$ cat src/rtl/hazard_pkg.sv
// Shared types for the hazard unit: memory-wait FSM states and
// operand forwarding select codes.
package hazard_pkg;

    typedef enum logic {
        RUN      = 1'b0,
        MEM_WAIT = 1'b1
    } state_t;

    localparam logic [1:0] FWD_RF  = 2'b00;
    localparam logic [1:0] FWD_WB  = 2'b01;
    localparam logic [1:0] FWD_MEM = 2'b10;

endpackage

$ cat src/rtl/hazard_ctrl_fwd_sel.sv
// Forwarding select for one Execute operand.
// The Memory stage holds the younger result, so it wins over Writeback.
module fwd_sel
    import hazard_pkg::*;
(
    input  logic [4:0] rsE,
    input  logic [4:0] rdM,
    input  logic [4:0] rdW,
    input  logic       regWriteM,
    input  logic       regWriteW,
    output logic [1:0] fwd
);

    logic hitM;
    logic hitW;

    assign hitM = regWriteM & (rdM != 5'd0) & (rdM == rsE);
    assign hitW = regWriteW & (rdW != 5'd0) & (rdW == rsE);

    always_comb begin
        fwd = FWD_RF;
        priority case (1'b1)
            hitM:    fwd = FWD_MEM;
            hitW:    fwd = FWD_WB;
            default: fwd = FWD_RF;
        endcase
    end

endmodule

$ cat src/rtl/hazard_ctrl.sv
// Pipeline hazard unit: stall/flush enables, forwarding selects,
// data-memory wait FSM with timeout and saturating perf counters.
module hazard_ctrl
    import hazard_pkg::*;
#(
    parameter int CNT_W   = 16,
    parameter int TIMEOUT = 64
) (
    input  logic             clk,
    input  logic             reset_n,
    input  logic [4:0]       Rs1D,
    input  logic [4:0]       Rs2D,
    input  logic [4:0]       Rs1E,
    input  logic [4:0]       Rs2E,
    input  logic [4:0]       RdE,
    input  logic [4:0]       RdM,
    input  logic [4:0]       RdW,
    input  logic             PCSrcE,
    input  logic             ResultSrcEb0,
    input  logic             RegWriteM,
    input  logic             RegWriteW,
    input  logic             MemReqM,
    input  logic             DMemReadyM,
    output logic             StallF,
    output logic             StallD,
    output logic             StallE,
    output logic             StallM,
    output logic             FlushD,
    output logic             FlushE,
    output logic             FlushW,
    output logic [1:0]       ForwardAE,
    output logic [1:0]       ForwardBE,
    output logic             MemErr,
    output logic [CNT_W-1:0] LoadUseCnt,
    output logic [CNT_W-1:0] FlushCnt,
    output logic [CNT_W-1:0] MemWaitCnt
);

    localparam int WAIT_W = $clog2(TIMEOUT + 1);
    localparam logic [CNT_W-1:0] CNT_MAX = '1;

    state_t            state;
    state_t            stateNext;
    logic [WAIT_W-1:0] waitCnt;
    logic              lwStall;
    logic              memStall;
    logic              timeoutHit;

    fwd_sel uFwdA (
        .rsE       (Rs1E),
        .rdM       (RdM),
        .rdW       (RdW),
        .regWriteM (RegWriteM),
        .regWriteW (RegWriteW),
        .fwd       (ForwardAE)
    );

    fwd_sel uFwdB (
        .rsE       (Rs2E),
        .rdM       (RdM),
        .rdW       (RdW),
        .regWriteM (RegWriteM),
        .regWriteW (RegWriteW),
        .fwd       (ForwardBE)
    );

    assign lwStall = ResultSrcEb0 & (RdE != 5'd0)
                   & ((RdE == Rs1D) | (RdE == Rs2D));

    always_comb begin
        stateNext  = state;
        memStall   = 1'b0;
        timeoutHit = 1'b0;
        unique case (state)
            RUN: begin
                memStall = MemReqM & ~DMemReadyM;
                if (memStall) stateNext = MEM_WAIT;
            end
            MEM_WAIT: begin
                // A timed-out access is abandoned, releasing the pipeline
                timeoutHit = ~DMemReadyM
                           & (waitCnt == WAIT_W'(TIMEOUT - 1));
                memStall   = ~DMemReadyM & ~timeoutHit;
                if (DMemReadyM | timeoutHit) stateNext = RUN;
            end
        endcase
    end

    assign StallF = lwStall | memStall;
    assign StallD = lwStall | memStall;
    assign StallE = memStall;
    assign StallM = memStall;
    assign FlushW = memStall;
    assign FlushD = PCSrcE & ~memStall;
    assign FlushE = (lwStall | PCSrcE) & ~memStall;

    always_ff @(posedge clk or negedge reset_n) begin
        if (!reset_n) begin
            state      <= RUN;
            waitCnt    <= '0;
            MemErr     <= 1'b0;
            LoadUseCnt <= '0;
            FlushCnt   <= '0;
            MemWaitCnt <= '0;
        end else begin
            state <= stateNext;
            if (state == RUN) waitCnt <= '0;
            else              waitCnt <= waitCnt + WAIT_W'(1);
            if (timeoutHit) MemErr <= 1'b1;
            if (lwStall & ~memStall & (LoadUseCnt != CNT_MAX))
                LoadUseCnt <= LoadUseCnt + CNT_W'(1);
            if (PCSrcE & ~memStall & (FlushCnt != CNT_MAX))
                FlushCnt <= FlushCnt + CNT_W'(1);
            if (memStall & (MemWaitCnt != CNT_MAX))
                MemWaitCnt <= MemWaitCnt + CNT_W'(1);
        end
    end

endmodule

$ cat config.mk
export PLATFORM = sky130hd
export DESIGN_NAME = hazard_ctrl
export DESIGN_NICKNAME = d
export VERILOG_FILES = /design/src/rtl/hazard_pkg.sv /design/src/rtl/hazard_ctrl_fwd_sel.sv /design/src/rtl/hazard_ctrl.sv
export SDC_FILE = /design/constraint.sdc
export NUM_CORES = 1
export LEC_CHECK = 0
export ABC_AREA = 0
export CAP_MARGIN = 20
export CORE_UTILIZATION = 30
export DETAILED_ROUTE_END_ITERATION = 6
export HOLD_SLACK_MARGIN = 0.06
export SETUP_SLACK_MARGIN = 0.05
export SKIP_CTS_REPAIR_TIMING = 1
export SYNTH_ARGS = -nofsm -noshare
export SYNTH_HDL_FRONTEND = slang
export SYNTH_HIERARCHICAL = 1
export SYNTH_SLANG_ARGS = --single-unit
$ cat constraint.sdc
create_clock -name clk -period 2.9 [get_ports clk]
set_input_delay 0.435 -clock clk [delete_from_list [all_inputs] [get_ports clk]]
set_output_delay 0.435 -clock clk [all_outputs]
set_load 0.01 [all_outputs]
==> flow_summary.json, run 1 <==
{
  "grt-ovfl-total": 0,
  "layout_setup_ws_ns": 0.154,
  "grt.total_usage_pct": 15.1,
  "io_buffers": 102,
  "ys_ff_latch": 57,
  "detail-route-antenna-nets": 0,
  "dpl.hpwl_um": 5900,
  "coreArea_um2": 10300,
  "numCtsBuffers": 9,
  "grt_start_max_net_pins": 33,
  "root_buffer": "clkbuf_8",
  "whs_ns": 0.153,
  "slew_viol_final": 0,
  "clock_latency_ns": 0.34,
  "detailroute.via_count": 2605,
  "clockBufferDepth": 2,
  "maxCapViolCount": 0,
  "critical_path_required_ns": 2.47,
  "avgSynthCellArea_um2": 10.3,
  "vdd_ir_drop_max_v": 0.000284,
  "first_iter_violations": 95,
  "fin_tns_setup_ns": 0,
  "post-place-ws_ns": 0.0942,
  "cp_data_arrival_time_ns": 2.31,
  "yosysWarnings": 6,
  "rows": 37,
  "start_util_pct": 30.8,
  "area_delta_synth_final_pct": 44.1,
  "cts_tree": "built",
  "syn_nets": 355,
  "status": "finished clean",
  "worst-path-max-fanout": 7,
  "p_per_area_nw_per_um2": 527,
  "fp.dieW_um": 105,
  "finalHoldViolations": 0,
  "wl_um": 7690,
  "rsz0062_at_grt": "no",
  "final_common_cell": "clkdlybuf4s50_1",
  "cp-start-kind": "flop",
  "diodes": 0,
  "multiInputGateArea_um2": 1670,
  "synth.cell_area_um2": 3170,
  "critPathKind": "reg2out",
  "drive_gt1_share_pct": 10.8,
  "slew_headroom_pct": 50.5,
  "vias_per_cell": 4.64,
  "synth_edf_count": 0,
  "die_y_um": 105,
  "final_cell_mix": "100 x clkdlybuf4s50_1, 57 x dfrtp_1, 42 x xnor2_1, 29 x nand2_1, 29 x xor2_1",
  "fmax_ghz": 0.364,
  "ff_latch_area_um2": 1430,
  "io_pins": 103,
  "grt_pass1_vias": 2652,
  "setup-violations-final": 0,
  "gp_congestion": 0.800,
  "final.fill_count": 980,
  "end_kind": "output pin",
  "grt_pass1_wl_um": 13200,
  "fin_crit_ns": 2.75,
  "timing.final.crit_share_pct": 94.7,
  "nets": 468,
  "drc": 0,
  "wl_per_cell_um": 13.7,
  "clk_pin_slew_worst_paths_ns": 0.08,
  "synthArstFlopShare_pct": 100,
  "leakage_nw": 1.95,
  "clock_skew_ns": 0.0144,
  "yosysSeqAreaShare_pct": 45.0,
  "syn_inst": 308,
  "cts_sinks": 57,
  "ys_dominant_reg_cell": "dfrtp_1",
  "worst_pin_slew_ns": 0.743,
  "htreeDepth": 3,
  "die-area_um2": 11000,
  "worstHoldPathType": "in2async",
  "ys_types": 47,
  "firstDrtPassIters": 4,
  "antenna_found_initial": 0
}
layer usage:
layer	vias up	global-route usage, %	share of wire (%)
met5	-	0	0
met4	0	6.44	1.7
met3	10	3.12	4.4
met2	78	25.0	48
met1	1229	19.1	46
li1	1288	-	-
final timing paths:
check                      depth (start not counted)       start  slack (ns)              to
max                                                5  waitCnt[0]        0.15          StallM
min                                                1     reset_n        0.15     FlushCnt[0]
max reg2reg                                        7  waitCnt[0]        0.60  MemWaitCnt[15]
min reg2reg                                        1  waitCnt[0]        0.46      waitCnt[0]
max in group asynchronous                          2     reset_n        2.14      waitCnt[2]
min in group clk                                   1  waitCnt[0]        0.46      waitCnt[0]
synthesized netlist by cell type, drive strengths merged (2+ instances only):
| library cell | count | area share, % |
|---|---|---|
| nand2b | 2 | 0.39 |
| nand4 | 11 | 2.2 |
| xor2 | 29 | 8.0 |
| a21oi | 6 | 0.95 |
| o41ai | 2 | 1.0 |
| nand3 | 25 | 3.9 |
| or3 | 2 | 0.39 |
| nor4 | 3 | 1.1 |
| and4b | 2 | 0.63 |
| nor3 | 13 | 2.4 |
| nor2 | 23 | 3.0 |
| nand2 | 31 | 3.8 |
| a211oi | 2 | 0.79 |
| inv | 11 | 1.3 |
| or4 | 2 | 0.59 |
| and3 | 5 | 0.99 |
| xnor2 | 42 | 12 |
| o21ai | 2 | 0.32 |
| ha | 4 | 1.6 |
| and2 | 7 | 1.4 |
| mux2 | 4 | 1.4 |
| and4 | 3 | 0.91 |
| buf | 6 | 1.5 |
| dfrtp | 57 | 45 |
where the power goes:
group	switching [mW]	internal, mW
Sequential	0.146	0.909
Combinational	0.267	0.392
Clock	0.353	0.338
Total	0.766	1.64
metrics by stage:
stage	std cells	power (mW)	utilization [%]	instance area (um2)
finish	562	2.40	44.4	4560
global route	562	2.54	44.4	4560
CTS	562	2.43	44.2	4550
detailed placement	546	1.74	42.5	4360
global placement	546	1.72	42.5	4360
floorplan	308	1.33	-	3170
registers in the layout, indices dropped and copies added (netlist names):
| name | cells |
|---|---|
| MemErr | 1 |
| LoadUseCnt | 16 |
| waitCnt | 7 |
| MemWaitCnt | 16 |
| state | 1 |
| FlushCnt | 16 |
area by class of cell:
cell class | instances | share of cell area (%)
Clock inverter | 5 | 0.905
Timing Repair Buffer | 108 | 23.6
Sequential cell | 57 | 31.3
Clock buffer | 11 | 3.10
Inverter | 11 | 0.959
Tap cell | 136 | 3.73
Multi-Input combinational cell | 234 | 36.5
critical path, cell delays in order (launching register included):
cell and delay [ns]:
dfrtp_1 0.40, ha_1 0.24, and4_4 0.21, a311o_4 0.45, inv_4 0.13, clkdlybuf4s50_1 0.54
logic make-up (layout without fill, tap and decap cells):
kind of cell               after synthesis  count (layout)  synth area share (%)
AOI/OAI and AO/OA                       20              20                  6.28
xor gates and xnor gates                71              71                  19.6
adders and majority gates                4               4                  1.58
buffers and inverters                   17             135                  2.84
DFF                                     57              57                  45.0
muxes                                    4               4                  1.42
and+or+nand+nor                        135             135                  23.2
Note: power is estimated with default switching activity, not from simulation.
==> inputs of run 2 (changes only) <==
--- a/config.mk
+++ b/config.mk
@@ -5,9 +5,10 @@
 export SDC_FILE = /design/constraint.sdc
 export NUM_CORES = 1
 export LEC_CHECK = 0
-export ABC_AREA = 0
+export ABC_AREA = 1
 export CAP_MARGIN = 20
 export CORE_UTILIZATION = 30
+export CTS_CLUSTER_DIAMETER = 100
 export DETAILED_ROUTE_END_ITERATION = 6
 export HOLD_SLACK_MARGIN = 0.06
 export SETUP_SLACK_MARGIN = 0.05
==> constraint.sdc (replaced) <==
create_clock -name clk -period 2.8 [get_ports clk]
set_input_delay 0.42 -clock clk [delete_from_list [all_inputs] [get_ports clk]]
set_output_delay 0.42 -clock clk [all_outputs]
set_load 0.01 [all_outputs]
==> run 2 against run 1 <==
Net effect:
- clock skew is 0.0062 ns lower
- combinational power rose by 9.1%
- sequential power barely moved
- flip-flop and latch count stayed put
- non-clock buffer count shrank 1
==> flow_summary.json, run 2 <==
{
  "root_buffer": "clkbuf_16",
  "fin_tns_setup_ns": 0,
  "ys_ff_latch": 57,
  "whs_ns": 0.464,
  "coreArea_um2": 12700,
  "avgSynthCellArea_um2": 6.80,
  "diodes": 0,
  "clk_pin_slew_worst_paths_ns": 0.04,
  "fp.dieW_um": 116,
  "grt_pass1_wl_um": 17000,
  "drive_gt1_share_pct": 7.40,
  "antenna_found_initial": 0,
  "fin_cells": 861,
  "final_cell_mix": "221 x nand2_1, 100 x clkdlybuf4s50_1, 75 x inv_1, 57 x dfrtp_1, 46 x nor2_1",
  "yosys-top-cells-count": "222 x nand2_1, 75 x inv_1, 57 x dfrtp_1",
  "ff2ff_path_depth": 8,
  "dpl.hpwl_um": 7560,
  "setup-violations-final": 0,
  "slew_viol_final": 0,
  "vdd_ir_drop_max_v": 0.000366,
  "wl_per_cell_um": 11.7,
  "detailroute.via_count": 3837,
  "rows": 41,
  "leakage_nw": 2.58,
  "slew_headroom_pct": 58.8,
  "final_common_cell": "nand2_1",
  "grt.total_usage_pct": 15.9,
  "worst_pin_slew_ns": 0.618,
  "worstHoldPathType": "reg2reg",
  "die-area_um2": 13600,
  "synth_edf_count": 0,
  "crit_path_end": "FlushE",
  "critical_path_required_ns": 2.38,
  "clock_skew_ns": 0.00819,
  "rsz0062_at_grt": "no",
  "clock_latency_ns": 0.33,
  "top_regs": "FlushCnt x16, LoadUseCnt x16, MemWaitCnt x16",
  "maxCapViolCount": 0,
  "synthDominantCellAreaShare_pct": 36.3,
  "firstDrtPassIters": 5,
  "vias_per_cell": 4.46,
  "cp-start-kind": "primary input",
  "power_mw": 2.86,
  "placed_cells": 842,
  "yosysSeqAreaShare_pct": 36.3,
  "first_iter_violations": 200,
  "timing.final.crit_share_pct": 93.2,
  "area_delta_synth_final_pct": 37.3,
  "fmax_ghz": 0.383,
  "wl_um": 10100,
  "grt_pass1_vias": 3735,
  "gp_congestion": 0.846,
  "synth_area_leaders": "dfrtp_1 36%, nand2_1 21%, inv_1 7.2%, xor2_1 5.1%, nor2_1 4.4%",
  "start_util_pct": 30.9,
  "cts_tree": "built",
  "io_buffers": 102,
  "syn_inst": 578,
  "htreeDepth": 3,
  "critPathKind": "in2out",
  "synth.most_common_cell": "nand2_1",
  "numCtsBuffers": 9,
  "synth.cell_area_um2": 3930,
  "synthArstFlopShare_pct": 100,
  "io_pins": 103,
  "detail-route-antenna-nets": 0,
  "finalHoldViolations": 0,
  "yosysWarnings": 6,
  "cts_sinks": 57,
  "synth_area_leader_cell": "dfrtp_1",
  "reg2reg_to": "MemWaitCnt[13]",
  "end_kind": "output pin",
  "r2r_setup_slack_ns": 0.76,
  "syn_nets": 625,
  "die_y_um": 116,
  "rr_startpoint": "MemWaitCnt[0]",
  "ys_dominant_reg_cell": "dfrtp_1",
  "ys_types": 31,
  "status": "finished clean",
  "p_per_area_nw_per_um2": 530,
  "worst-path-max-fanout": 4,
  "drc": 0,
  "crit_start": "RdE[0]",
  "grt-ovfl-total": 0,
  "fin_crit_ns": 2.61,
  "cp_data_arrival_time_ns": 2.19,
  "grt_start_max_net_pins": 49,
  "nets": 731,
  "clockBufferDepth": 2
}
run 2: cell count changes after synthesis, sizes merged, moves of 3 or more:
cell | previous run | this run
and2 | 7 | 1
and3 | 5 | 0
and4 | 3 | 0
buf | 6 | 12
inv | 11 | 83
mux2 | 4 | 0
nand2 | 31 | 230
nand3 | 25 | 34
nor2 | 23 | 53
nor3 | 13 | 18
o21ai | 2 | 25
xnor2 | 42 | 17
xor2 | 29 | 23
run 2: report_power, final:
group | internal (mW) | total (mW) | switching (mW)
logic | 0.367 | 0.719 | 0.351
clock network | 0.710 | 1.09 | 0.377
registers | 0.924 | 1.06 | 0.134
run 2: cell families after synthesis:
group	count (synthesis)	synth area share, %
adder cells (fa/ha/maj)	4	1.27
AO/OA/AOI/OAI	35	5.19
XOR/XNOR	40	8.91
flip-flops	57	36.3
AND/OR/NAND/NOR	347	37.9
buffers and inverters	95	10.5
run 2: metal layers:
layer,up-vias,wire (um),share of wire (%),global-route usage [%]
met5,-,0,0,0
met4,0,148,1.5,4.53
met3,10,610,6.0,4.36
met2,94,4820,48,27.3
met1,1744,4520,45,19.4
li1,1989,-,-,-
run 2: final cells by class:
type                       instances  area [um2]
fill                            1326        7320
clock buffer                      13         250
sequential                        57        1430
tap                              172         215
timing repair buffer             107        1060
inverter                          83         312
multi-input combinational        426        2100
clock inverter                     3        40.0
run 2: worst min-delay path by stage:
stage                          start            to  slack [ns]  depth (start not counted)
final                     waitCnt[0]    waitCnt[0]        0.46                          1
after global routing      waitCnt[0]    waitCnt[0]        0.49                          1
after CTS                    reset_n  FlushCnt[15]       -0.05                          1
after detailed placement     reset_n        MemErr        0.30                          1
after global placement       reset_n        MemErr        0.30                          1
after floorplan              reset_n   FlushCnt[0]        0.12                          0
run 2: worst max-delay path, stage by stage:
cell and delay [ns]:
clkdlybuf4s50_1 0.53, inv_1 0.08, nand2_1 0.07, nand2_1 0.05, nor2_1 0.11, nand3_1 0.09, nand2_2 0.15, nand3_4 0.09
nand2_1 0.06, clkdlybuf4s50_1 0.53
run 2: metrics by stage:
step / instance area [um2] / util [%] / setup WS, ns
2_1_floorplan: 3930 / - / 1.07
3_3_place_gp: 5080 / 39.9 / 0.188
3_5_place_dp: 5080 / 39.9 / 0.148
4_1_cts: 5370 / 42.2 / 0.138
5_1_grt: 5400 / 42.4 / 0.0490
6_report: 5400 / 42.4 / 0.191
==> inputs of run 3 (changes only) <==
--- a/config.mk
+++ b/config.mk
@@ -10,6 +10,7 @@
 export CORE_UTILIZATION = 30
 export CTS_CLUSTER_DIAMETER = 100
 export DETAILED_ROUTE_END_ITERATION = 6
+export GPL_ROUTABILITY_DRIVEN = 0
 export HOLD_SLACK_MARGIN = 0.06
 export SETUP_SLACK_MARGIN = 0.05
 export SKIP_CTS_REPAIR_TIMING = 1
==> results of run 3 <==
No change in the layout: final DEF, timing and power equal those of run 2.
